--- src/rtl/vnw_bias_pkg.sv ---
// Shared types and helpers for the VNW n-well bias ramp controller.
package vnw_bias_pkg;

  typedef enum logic [2:0] {
    ST_IDLE,
    ST_STEP,
    ST_SETTLE,
    ST_CHECK,
    ST_DONE,
    ST_FAULT
  } vnw_ramp_state_e;

  localparam int VNW_CODE_W      = 6;
  localparam int VNW_STEP        = 2;
  localparam int VNW_SETTLE_CYC  = 64;
  localparam int VNW_TIMEOUT_CYC = 1024;

  // Helper operands are 16 bits wide, so CODE_W must not exceed 16.
  localparam int VNW_FN_W        = 16;

  // Move cur toward tgt by at most step. The 17-bit difference means the
  // comparison can never wrap, and the result never passes tgt.
  function automatic logic [VNW_FN_W-1:0] vnw_step_toward(
    input logic [VNW_FN_W-1:0] cur,
    input logic [VNW_FN_W-1:0] tgt,
    input logic [VNW_FN_W-1:0] step
  );
    logic [VNW_FN_W:0]   diff;
    logic [VNW_FN_W-1:0] res;
    if (tgt >= cur) begin
      diff = {1'b0, tgt} - {1'b0, cur};
      res  = (diff <= {1'b0, step}) ? tgt : cur + step;
    end else begin
      diff = {1'b0, cur} - {1'b0, tgt};
      res  = (diff <= {1'b0, step}) ? tgt : cur - step;
    end
    return res;
  endfunction

endpackage

--- src/rtl/vnw_bias_ok_sync.sv ---
// Two-flop synchronizer for the asynchronous analog bias_ok monitor.
module vnw_bias_ok_sync (
  input  logic clk,
  input  logic rst_n,
  input  logic d,
  output logic q
);

  logic meta;

  // Two-stage capture of the async monitor; both stages clear on reset.
  always_ff @(posedge clk) begin
    if (!rst_n) begin
      meta <= 1'b0;
      q    <= 1'b0;
    end else begin
      meta <= d;
      q    <= meta;
    end
  end

endmodule

--- src/rtl/vnw_bias_ramp_ctrl.sv ---
// VNW n-well body-bias ramp controller.
// Accepts a target DAC code, ramps bias_code in bounded steps with a settle
// interval after each update, then waits for the synchronized bias_ok.
// Optional build macro VNW_RAMP_STATUS_EN adds the step_cnt and last_ok_lat
// status outputs.
//
// state     | meaning
// ----------+------------------------------------------------------
// ST_IDLE   | ready for a new target
// ST_STEP   | one-cycle code update toward target
// ST_SETTLE | hold code for SETTLE_CYC cycles
// ST_CHECK  | wait for bok_s, bounded by TIMEOUT_CYC
// ST_DONE   | one-cycle done pulse
// ST_FAULT  | bias_ok timeout, sticky until fault_clr
module vnw_bias_ramp_ctrl
  import vnw_bias_pkg::*;
#(
  parameter int                CODE_W      = VNW_CODE_W,
  parameter int                STEP        = VNW_STEP,
  parameter int                SETTLE_CYC  = VNW_SETTLE_CYC,
  parameter int                TIMEOUT_CYC = VNW_TIMEOUT_CYC,
  parameter logic [CODE_W-1:0] RESET_CODE  = '0
) (
  input  logic              clk,
  input  logic              rst_n,
  input  logic              req_valid,
  output logic              req_ready,
  input  logic [CODE_W-1:0] req_code,
  output logic [CODE_W-1:0] bias_code,
  output logic              bias_en,
  input  logic              bias_ok,
  output logic              busy,
  output logic              done,
  output logic              fault,
`ifdef VNW_RAMP_STATUS_EN
  output logic [7:0]        step_cnt,
  output logic [15:0]       last_ok_lat,
`endif
  input  logic              fault_clr
);

  localparam int CNT_MAX = (SETTLE_CYC > TIMEOUT_CYC) ? SETTLE_CYC : TIMEOUT_CYC;
  localparam int CNT_W   = $clog2(CNT_MAX + 1);
  localparam logic [CNT_W-1:0] SETTLE_LAST  = CNT_W'(SETTLE_CYC - 1);
  localparam logic [CNT_W-1:0] TIMEOUT_LAST = CNT_W'(TIMEOUT_CYC - 1);

  vnw_ramp_state_e   state_q, state_d;
  logic [CNT_W-1:0]  cnt_q, cnt_d;
  logic [CODE_W-1:0] target_q, target_d;
  logic [CODE_W-1:0] code_q, code_d;
  logic [CODE_W-1:0] code_step;
  logic              bias_en_q;
  logic              bok_s;

  vnw_bias_ok_sync u_bok_sync (
    .clk   (clk),
    .rst_n (rst_n),
    .d     (bias_ok),
    .q     (bok_s)
  );

  assign code_step = CODE_W'(vnw_step_toward(VNW_FN_W'(code_q), VNW_FN_W'(target_q),
                                             VNW_FN_W'(STEP)));

  // State, counter, target and code registers; bias_en tracks the next code.
  always_ff @(posedge clk) begin
    if (!rst_n) begin
      state_q   <= ST_IDLE;
      cnt_q     <= '0;
      target_q  <= RESET_CODE;
      code_q    <= RESET_CODE;
      bias_en_q <= (RESET_CODE != '0);
    end else begin
      state_q   <= state_d;
      cnt_q     <= cnt_d;
      target_q  <= target_d;
      code_q    <= code_d;
      bias_en_q <= (code_d != '0);
    end
  end

  // Next-state, counter and code update for the ramp sequence.
  always_comb begin
    state_d  = state_q;
    cnt_d    = cnt_q;
    target_d = target_q;
    code_d   = code_q;
    case (state_q)
      ST_IDLE: begin
        if (req_valid) begin
          target_d = req_code;
          cnt_d    = '0;
          state_d  = (req_code == code_q) ? ST_CHECK : ST_STEP;
        end
      end
      ST_STEP: begin
        code_d  = code_step;
        cnt_d   = '0;
        state_d = ST_SETTLE;
      end
      ST_SETTLE: begin
        if (cnt_q == SETTLE_LAST) begin
          cnt_d   = '0;
          state_d = (code_q != target_q) ? ST_STEP : ST_CHECK;
        end else begin
          cnt_d = cnt_q + CNT_W'(1);
        end
      end
      ST_CHECK: begin
        if (bok_s) begin
          cnt_d   = '0;
          state_d = ST_DONE;
        end else if (cnt_q == TIMEOUT_LAST) begin
          cnt_d   = '0;
          state_d = ST_FAULT;
        end else begin
          cnt_d = cnt_q + CNT_W'(1);
        end
      end
      ST_DONE:  state_d = ST_IDLE;
      ST_FAULT: if (fault_clr) state_d = ST_IDLE;
      default:  state_d = ST_IDLE;
    endcase
  end

  assign bias_code = code_q;
  assign bias_en   = bias_en_q;
  assign req_ready = (state_q == ST_IDLE);
  assign busy      = (state_q == ST_STEP) || (state_q == ST_SETTLE) ||
                     (state_q == ST_CHECK) || (state_q == ST_DONE);
  assign done      = (state_q == ST_DONE);
  assign fault     = (state_q == ST_FAULT);

`ifdef VNW_RAMP_STATUS_EN
  logic [7:0]  step_cnt_q;
  logic [15:0] chk_lat_q;
  logic [15:0] last_ok_lat_q;

  // Ramp step count and CHECK-to-bias_ok latency, both saturating.
  always_ff @(posedge clk) begin
    if (!rst_n) begin
      step_cnt_q    <= '0;
      chk_lat_q     <= '0;
      last_ok_lat_q <= '0;
    end else begin
      if (state_q == ST_IDLE && req_valid)
        step_cnt_q <= '0;
      else if (state_q == ST_STEP && step_cnt_q != 8'hFF)
        step_cnt_q <= step_cnt_q + 8'd1;

      if (state_d == ST_CHECK && state_q != ST_CHECK)
        chk_lat_q <= '0;
      else if (state_q == ST_CHECK && !bok_s && chk_lat_q != 16'hFFFF)
        chk_lat_q <= chk_lat_q + 16'd1;

      if (state_q == ST_CHECK && bok_s)
        last_ok_lat_q <= chk_lat_q;
    end
  end

  assign step_cnt    = step_cnt_q;
  assign last_ok_lat = last_ok_lat_q;
`else
  // Status counters are not built in this configuration.
`endif

endmodule

--- config.mk ---
export PLATFORM = sky130hd
export DESIGN_NAME = vnw_bias_ramp_ctrl
export DESIGN_NICKNAME = d
export VERILOG_FILES = /design/src/rtl/vnw_bias_pkg.sv /design/src/rtl/vnw_bias_ok_sync.sv /design/src/rtl/vnw_bias_ramp_ctrl.sv
export SDC_FILE = /design/constraint.sdc
export NUM_CORES = 1
export LEC_CHECK = 0
export ABC_AREA = 1
export BUFFER_PORTS_ARGS = -buffer_cell sky130_fd_sc_hd__buf_2
export CAP_MARGIN = 20
export CORE_ASPECT_RATIO = 1.5
export CORE_MARGIN = 2
export CORE_UTILIZATION = 39
export DETAILED_ROUTE_END_ITERATION = 7
export SLEW_MARGIN = 20
export SYNTH_ARGS = -nofsm -noshare
export SYNTH_HDL_FRONTEND = slang
export SYNTH_HIERARCHICAL = 1
export SYNTH_SLANG_ARGS = --single-unit
--- constraint.sdc ---
create_clock -name clk -period 2.4 [get_ports clk]
set_clock_uncertainty 0.2 [all_clocks]
set_input_delay 0.24 -clock clk [delete_from_list [all_inputs] [get_ports clk]]
set_output_delay 0.24 -clock clk [all_outputs]
set_load 0.01 [all_outputs]
==> metrics.cfg, run 1 <==
[status]
outcome = complete, but fails checks
violations = setup timing

[cells_and_area]
layout.cells.non_filler = 491
utilization_pct = 52.07
finish.net_count = 444
antennaDiodeCount = 0
layout-area-overhead-vs-synth_pct = 31.18
layout-drive-gt1-share_pct = 38.37
final.fill_count = 614

[drt]
wire_per_inst_um = 14.46
remaining_drc_errors = 0
drt_iter0_markers = 74
detail_route.wirelength_um = 7098
num_vias = 2559
firstDrtPassIters = 6
route.antenna.remaining_nets = 0
vias_per_cell = 5.212

[setup_path]
timing.critical_path.from_type = register
timing.setup.critical_path_class = reg2reg
worstPathMaxFanout = 7
cp.arrival_ps = 2540
worstPathRequired_ps = 2350
setup.worst_path.end_class = register

[global_routing]
grt_remaining_overflow = 0
grt_max_degree = 16
globalRouteTotalUtil_pct = 21.99
grt_pass1_wl_um = 11270
number_of_global_route_vias_before_repair = 2470
grt_antenna_before_repair = 0

[yosys]
synth_cell_types = 35
post-synth-top-area-cell = dfxtp_1
synthesis.area_per_instance_um2 = 6.825
synth_top_area_share_pct = 24.03
syn-cell-area_mm2 = 0.002416
synth_seq_cells = 29
synth.area.top_cells = dfxtp_1, nand2_1, nand3_1
synth_common_cells = nand2_1, inv_1, nand3_1, dfxtp_1, nor2_1
most_common_cell_in_the_netlist = nand2_1
synth-warning-count = 6
postSynthCellCount = 354
synth_sequential_area_ratio_pct = 24.03
synth_flop_cell = dfxtp_1
count_of_flip_flops_with_a_built_in_enable_after_synthesis = 0
synthArstFlopShare_pct = 0
synth.net_count = 382

[floorplan]
dieHeight_um = 100.4
core_mm2 = 0.006087
die_w_um = 68.27
start_util_pct = 39.69
die-area_mm2 = 0.006854
std_cell_rows = 35
pin_count = 22

[timing]
final_max_slew_viol_count = 0
finalCritPeriodShare_pct = 107.6
setup-tns-final_ps = -932.6
setup_repair_after_global_routing_missed_its_margin = yes
max_freq_ghz = 0.3872
finalSetupViolations = 8
timing.final.crit_period_ps = 2583
hold_viol_final = 0
least_margin_pin_slew_ps = 428.2
timing.slew.headroom_pct = 71.42
setup_ws_ps = -182.9

[pwr]
vdd.ir_drop.worst_mv = 0.6882
power_density_mw_per_mm2 = 1582
design_power_total_mw = 5.014
power.leakage_nw = 1.463

[job]
maxCapViolations = 0

[cts]
ctsRootBufferMaster = clkbuf_8
tritoncts.num_buffers = 5
insertion_delay_ps = 280
clk_transition_reported_paths_ps = 60
count_of_clock_tree_sinks = 29
ctsHtreeMaxLevel = 2
cts_buffer_depth = 2
cts_tree = yes

[placement]
gpl.final_weighted_congestion = 0.9591
place_inst = 475
dp.final_hpwl_um = 5396
io_buffers = 21

[min_path]
worst_hold_path_type = in2reg

-- registers in the layout, indices dropped and copies added (netlist names) --
register         flops
u_bok_sync/meta      1
bias_en              1
u_bok_sync/q         1
state_q              3
bias_code            6
target_q             6
cnt_q               11
-- kinds of logic after synthesis --
group | synth area share [%]
and+or+nand+nor | 37.80
buffers and inverters | 11.13
AOI/OAI and AO/OA | 12.17
DFF | 24.03
adders and majority gates | 9.425
xor gates and xnor gates | 5.437
-- worst paths after layout --
path | start | end | slack, ps | cells past startpoint
setup / recovery | bias_code[0] | bias_en | -180 | 16
hold / removal | req_code[0] | target_q[0] | 70 | 3
setup reg to reg | bias_code[0] | bias_en | -180 | 16
hold reg to reg | u_bok_sync/meta | u_bok_sync/q | 210 | 2
-- timing repair --
item                                    in CTS  in global routing
hold buffers                                 1                  0
resized for setup                           31                 23
endpoints found under the setup margin       8                 13
pin swaps                                   16                 18
buffers inserted                             4                  3
hold endpoints to repair                     1                  0
-- cell usage in the layout, fill, tap and decap left out, drive strengths merged, types with 2 or more instances in the layout --
| cell type | count |
|---|---|
| xnor2 | 4 |
| dfxtp | 29 |
| a2111oi | 2 |
| nand3 | 56 |
| nor4 | 3 |
| buf | 61 |
| fa | 2 |
| clkbuf | 6 |
| xor2 | 11 |
| nand2 | 77 |
| o21ai | 10 |
| nor3 | 8 |
| ha | 15 |
| a21oi | 23 |
| a31oi | 5 |
| clkinv | 2 |
| nor2 | 33 |
| nand4 | 3 |
| inv | 60 |
-- stage by stage --
step                      worst slack, ps  instance area, um2  hold slack, ps
after floorplan                     2.358                2424           133.5
after global placement             -139.7                2835           191.8
after detailed placement           -137.8                2835           204.5
after CTS                          -118.1                3063           60.11
after global routing               -330.0                3169           89.03
final                              -182.9                3169           67.31
-- metal layers --
| layer | GRT usage [%] | up-vias | wire [um] |
|---|---|---|---|
| li1 | - | 1277 | - |
| met1 | 22.56 | 1165 | 2616 |
| met2 | 39.73 | 82 | 3760 |
| met3 | 2.130 | 35 | 244 |
| met4 | 15.54 | 0 | 477 |
| met5 | 0 | - | 0 |
-- power by group --
part | internal, mW | switching, mW | leakage (nW)
clock | 0.200 | 0.186 | 0.0450
combinational | 1.56 | 2.37 | 1.18
sequential | 0.597 | 0.0964 | 0.239
-- cell type report --
class                   count  area, um2  share of cell area [%]
clock inverters             2      10.01                  0.3158
multi-input cells         258       1748                   55.15
clock buffers               6      72.57                   2.290
well taps                  74      92.59                   2.921
flip-flops and latches     29      586.8                   18.52
repair buffers             62      431.7                   13.62
inverters                  60      227.7                   7.185
-- worst max-delay path, stage by stage, from the launching register on --
cell and delay [ps]:
dfxtp_2 360, inv_2 60, ha_4 160, inv_4 50
fa_2 440, inv_2 60, nor2_2 30, a21oi_2 120
nand3_2 110, nor2_4 240, nand2_4 140, nand2_2 110
nand3_2 60, nand3_1 80, o21ai_2 70, nor2_1 100
a21oi_1 60
Note: power is estimated with default switching activity, not from simulation.
==> run 2, diff against run 1 <==
==> constraint.sdc (replaced) <==
create_clock -name clk -period 2.89 [get_ports clk]
set_clock_uncertainty 0.2 [all_clocks]
set_input_delay 0.289 -clock clk [delete_from_list [all_inputs] [get_ports clk]]
set_output_delay 0.289 -clock clk [all_outputs]
set_load 0.01 [all_outputs]
==> run 2 against run 1 <==
The flow now finishes without violations. Global-route usage fell by 0.89 points. First-iteration DRC count up 45%. Non-clock buffer count decreased by 30. Count of clock-buffer cells in the layout is 1 higher.
==> metrics.cfg, run 2 (synthesis results as in run 1) <==
[status]
outcome = completed

[timing]
finalCritPeriodShare_pct = 93.20
setup_repair_after_global_routing_missed_its_margin = no
setup-tns-final_ps = 0
final_max_slew_viol_count = 0
finalSetupViolations = 0
max_freq_ghz = 0.3713
hold_viol_final = 0
timing.slew.headroom_pct = 41.59
timing.final.crit_period_ps = 2694
least_margin_pin_slew_ps = 873.0
timing.hold.ws_ps = 117.1

[floorplan]
die-area_mm2 = 0.006854
start_util_pct = 39.69
std_cell_rows = 35
core_mm2 = 0.006087
dieHeight_um = 100.4
pin_count = 22
die_w_um = 68.27

[cts]
cts_post_setup_buffers_inserted = 0
clk_transition_reported_paths_ps = 70
cts_buffer_depth = 2
count_of_clock_tree_sinks = 29
insertion_delay_ps = 280
tritoncts.num_buffers = 5
ctsRootBufferMaster = clkbuf_8
ctsHtreeMaxLevel = 2
cts_tree = yes

[min_path]
worst_hold_path_type = in2reg

[cells_and_area]
seqCellArea_um2 = 581.8
finish.net_count = 414
layout-area-overhead-vs-synth_pct = 14.66
multi_input_comb_area_mm2 = 0.001579
final_common_cell = nand2_1
commonest_cells_after_routing_fill_and_taps_aside = nand2_1, inv_1, nand3_1
registers.top_by_ff_count = cnt_q
layout-drive-gt1-share_pct = 22.74
final.fill_count = 656
antennaDiodeCount = 0
flip_flop_count_of_the_largest_register_after_layout = 11

[pwr]
power.leakage_nw = 1.295
power_density_mw_per_mm2 = 1243
design_power_total_mw = 3.444
vdd.ir_drop.worst_mv = 0.4885

[global_routing]
number_of_global_route_vias_before_repair = 2361
grt_antenna_before_repair = 0
globalRouteTotalUtil_pct = 21.11
grt_max_degree = 16
grt_pass1_wl_um = 10740
grt_remaining_overflow = 0

[placement]
gpl.final_weighted_congestion = 0.9143
io_buffers = 21
dp.final_hpwl_um = 5428

[drt]
drt_iter0_markers = 107
firstDrtPassIters = 4
route.antenna.remaining_nets = 0
vias_per_cell = 5.202
wire_per_inst_um = 14.19
num_vias = 2398
remaining_drc_errors = 0
detail_route.wirelength_um = 6542

[setup_path]
timing.critical_path.from_type = register
cp.arrival_ps = 2640
setup.worst_path.end_class = register
worstPathRequired_ps = 2840
timing.setup.critical_path_class = reg2reg
worstPathMaxFanout = 7

[job]
maxCapViolations = 0

-- run 2: area by class of cell --
cell class	count	area share, %
Sequential cell	29	21.00
Clock inverter	1	0.1807
Multi-Input combinational cell	258	57.00
Timing Repair Buffer	32	6.865
Clock buffer	7	3.478
Inverter	60	8.130
Tap cell	74	3.342
-- run 2: what timing repair did --
action                     4_1_cts  5_1_grt
resized for setup                0        7
hold buffers                     1        0
hold endpoints to repair         1        0
setup endpoints to repair        0        2
-- run 2: path summary, 6_finish.rpt --
| check | from | slack (ps) | cells after the start | endpoint |
|---|---|---|---|---|
| worst min register to register | u_bok_sync/meta | 210 | 2 | u_bok_sync/q |
| worst max-delay path | bias_code[0] | 200 | 16 | bias_en |
| worst min-delay path | req_code[4] | 120 | 3 | target_q[4] |
| worst max register to register | bias_code[0] | 200 | 16 | bias_en |
-- run 2: per-layer routing --
metal	wire (um)	GRT usage [%]	vias to the layer above	share of wire, %
li1	-	-	1215	-
met1	2325	20.10	1075	36
met2	3487	38.61	78	53
met3	249	3.363	30	3.8
met4	481	15.54	0	7.4
met5	0	0	-	0
-- run 2: report_power, final --
group | switching, mW | leakage, nW | internal (mW)
Clock | 0.152 | 0.0542 | 0.215
Sequential | 0.0702 | 0.238 | 0.490
Combinational | 1.65 | 1.00 | 0.865
-- run 2: worst max-delay path, stage by stage, from the launching register on --
cell     delay [ps]
dfxtp_2         340
inv_1           130
ha_1            180
inv_2            60
fa_1            430
inv_1            80
nand2_1          60
a21oi_2         140
nand3_2         120
nor2_4          200
nand3_1         100
nand3_1         100
nand3_1          90
nand2_2         110
nand2_1          50
nor2_1          100
a21oi_1          70
-- run 2: through the flow --
step,instance area [um2],utilization [%],instances,setup WS [ps]
floorplan,2416,-,354,335.3
global placement,2645,43.45,452,54.52
detailed placement,2645,43.45,452,57.92
CTS,2756,45.28,461,58.54
global route,2770,45.51,461,8.391
finish,2770,45.51,461,196.4
==> run 3, diff against run 2 <==
--- a/config.mk
+++ b/config.mk
@@ -6,7 +6,7 @@
 export NUM_CORES = 1
 export LEC_CHECK = 0
 export ABC_AREA = 1
-export BUFFER_PORTS_ARGS = -buffer_cell sky130_fd_sc_hd__buf_2
+export BUFFER_PORTS_ARGS = -buffer_cell sky130_fd_sc_hd__clkbuf_2
 export CAP_MARGIN = 20
 export CORE_ASPECT_RATIO = 1.5
 export CORE_MARGIN = 2
==> run 3 against run 2 <==
Final area up 0.36%. Cell count up 0.22%. Global-route usage grew 0.44 points. Core utilization up 0.16 points. Power increased by 1.5%. Worst setup slack got worse by 53 ps. Non-clock buffer count grew 1. Sequential share of layout area about the same. Critical endpoint unchanged. Largest cell class unchanged. Largest power group unchanged.
==> metrics.cfg, run 3 (synthesis results as in run 1) <==
[pwr]
power.leakage_nw = 1.298
power.internal_mw = 1.578
share_of_power_burned_in_the_clock_network_pct = 10.4
power_density_mw_per_mm2 = 1258
vdd.ir_drop.worst_mv = 0.5421
switching_share_pct = 54.88
comb_power_share_pct = 73.3
switchingPower_mw = 1.919
share_seq_of_total_power_pct = 16.2
design_power_total_mw = 3.496

[cells_and_area]
final_common_cell = nand2_1
layout-area-overhead-vs-synth_pct = 15.07
seqCellArea_um2 = 584.3
utilization_pct = 45.67
registers.top_by_ff_count = cnt_q
final.fill_count = 651
finish.net_count = 415
antennaDiodeCount = 0
commonest_cells_after_routing_fill_and_taps_aside = nand2_1, inv_1, nand3_1
layout-drive-gt1-share_pct = 22.94
multi_input_comb_area_mm2 = 0.001579
flip_flop_count_of_the_largest_register_after_layout = 11

[global_routing]
number_of_global_route_vias_before_repair = 2369
grt_pass1_wl_um = 10930
globalRouteTotalUtil_pct = 21.55
grt_max_degree = 16
grt_antenna_before_repair = 0
grt_remaining_overflow = 0

[setup_path]
cp.arrival_ps = 2690
setup.worst_path.end_class = register
worstPathBufferInverterCount = 3
critical-path-max-stage-delay_ps = 500
worstPathRequired_ps = 2840
timing.setup.critical_path_class = reg2reg
path_delay_family = simple AND/OR/NAND/NOR gates
timing.critical_path.from_type = register
timing.critical_path.cells = inv_1, ha_1, inv_1, nor3_1, nand3_1, nand3_4, inv_1, nand3_1, nand3_1, nand2_2, nand2_1, nor2_1, a21oi_1
worstPathMaxFanout = 8
critPathSlowestCell = ha_1

[cts]
clk_transition_reported_paths_ps = 60
tritoncts.num_buffers = 5
count_of_clock_tree_sinks = 29
cts_buffer_depth = 2
cts_tree = yes
ctsRootBufferMaster = clkbuf_8
insertion_delay_ps = 280
ctsHtreeMaxLevel = 2

[floorplan]
core_mm2 = 0.006087
std_cell_rows = 35
die-area_mm2 = 0.006854
dieHeight_um = 100.4
die_w_um = 68.27
start_util_pct = 39.69
pin_count = 22

[timing]
final_max_slew_viol_count = 0
least_margin_pin_slew_ps = 829.1
max_freq_ghz = 0.3641
hold_viol_final = 0
finalSetupViolations = 0
timing.final.crit_period_ps = 2746
timing.slew.headroom_pct = 44.52
finalCritPeriodShare_pct = 95.03

[job]
maxCapViolations = 0

[drt]
route.antenna.remaining_nets = 0
firstDrtPassIters = 4
detail_route.wirelength_um = 6767
vias_per_cell = 5.158
drt_iter0_markers = 87
wire_per_inst_um = 14.65
remaining_drc_errors = 0
num_vias = 2383

[status]
outcome = completed

[placement]
gpl.final_weighted_congestion = 0.9087
dp.final_hpwl_um = 5504
io_buffers = 21

[min_path]
worst_hold_path_type = in2reg

-- run 3: changes by cell type in the layout (fill, tap and decap cells not counted) --
cell | previous run | this run
buf_2 | 21 | 0
buf_4 | 10 | 11
dfxtp_2 | 1 | 0
fa_1 | 2 | 1
fa_2 | 0 | 1
dfxtp_4 | 0 | 1
ha_1 | 13 | 14
clkbuf_2 | 0 | 21
ha_2 | 2 | 1
-- run 3: final timing paths --
check                           cells past startpoint  slack (ps)       startpoint           end
worst max register to register                     13         140     bias_code[3]       bias_en
worst max-delay path                               13         140     bias_code[3]       bias_en
worst min-delay path                                3         130      req_code[4]   target_q[4]
worst min register to register                      2         210  u_bok_sync/meta  u_bok_sync/q
-- run 3: metrics by stage --
step / area (um2) / setup WS, ps / setup TNS, ps / hold slack (ps) / std cells
4_1_cts: 2756 / 47.12 / 0 / 116.0 / 461
2_1_floorplan: 2416 / 335.3 / 0 / 182.5 / 354
5_1_grt: 2780 / -16.65 / -16.65 / 131.4 / 462
3_3_place_gp: 2645 / 46.52 / 0 / 206.2 / 452
6_report: 2780 / 143.6 / 0 / 125.9 / 462
3_5_place_dp: 2645 / 50.95 / 0 / 204.3 / 452
-- run 3: what timing repair did --
item,in CTS,in global routing
hold endpoints to repair,1,0
setup endpoints to repair,0,2
buffers inserted,0,1
hold buffers,1,0
resized for setup,0,8
-- run 3: area by class of cell --
class | count | area share, %
flip-flops and latches | 29 | 21.02
clock inverters | 1 | 0.1800
inverters | 60 | 8.101
well taps | 74 | 3.330
clock buffers | 7 | 3.465
multi-input cells | 258 | 56.80
repair buffers | 33 | 7.111
-- run 3: per-layer routing --
metal	track usage (%)	up-vias	part of all wire [%]
met4	15.38	0	6.6
met5	0	-	0
met3	2.915	24	2.7
met1	20.89	1084	36
li1	-	1218	-
met2	39.58	57	55
-- run 3: worst min-delay path: cells and delay by family --
family | cells | cell delay, ps
compound gates | 2 | 180
buf+inv | 1 | 90
-- run 3: power groups by stage --
stage	registers, mW	logic, mW	clock network, mW
after global placement	0.567	2.48	0
after detailed placement	0.570	2.49	0
final	0.568	2.56	0.365
after CTS	0.561	2.50	0.375
after global routing	0.576	2.86	0.397
after floorplan	0.592	1.88	0
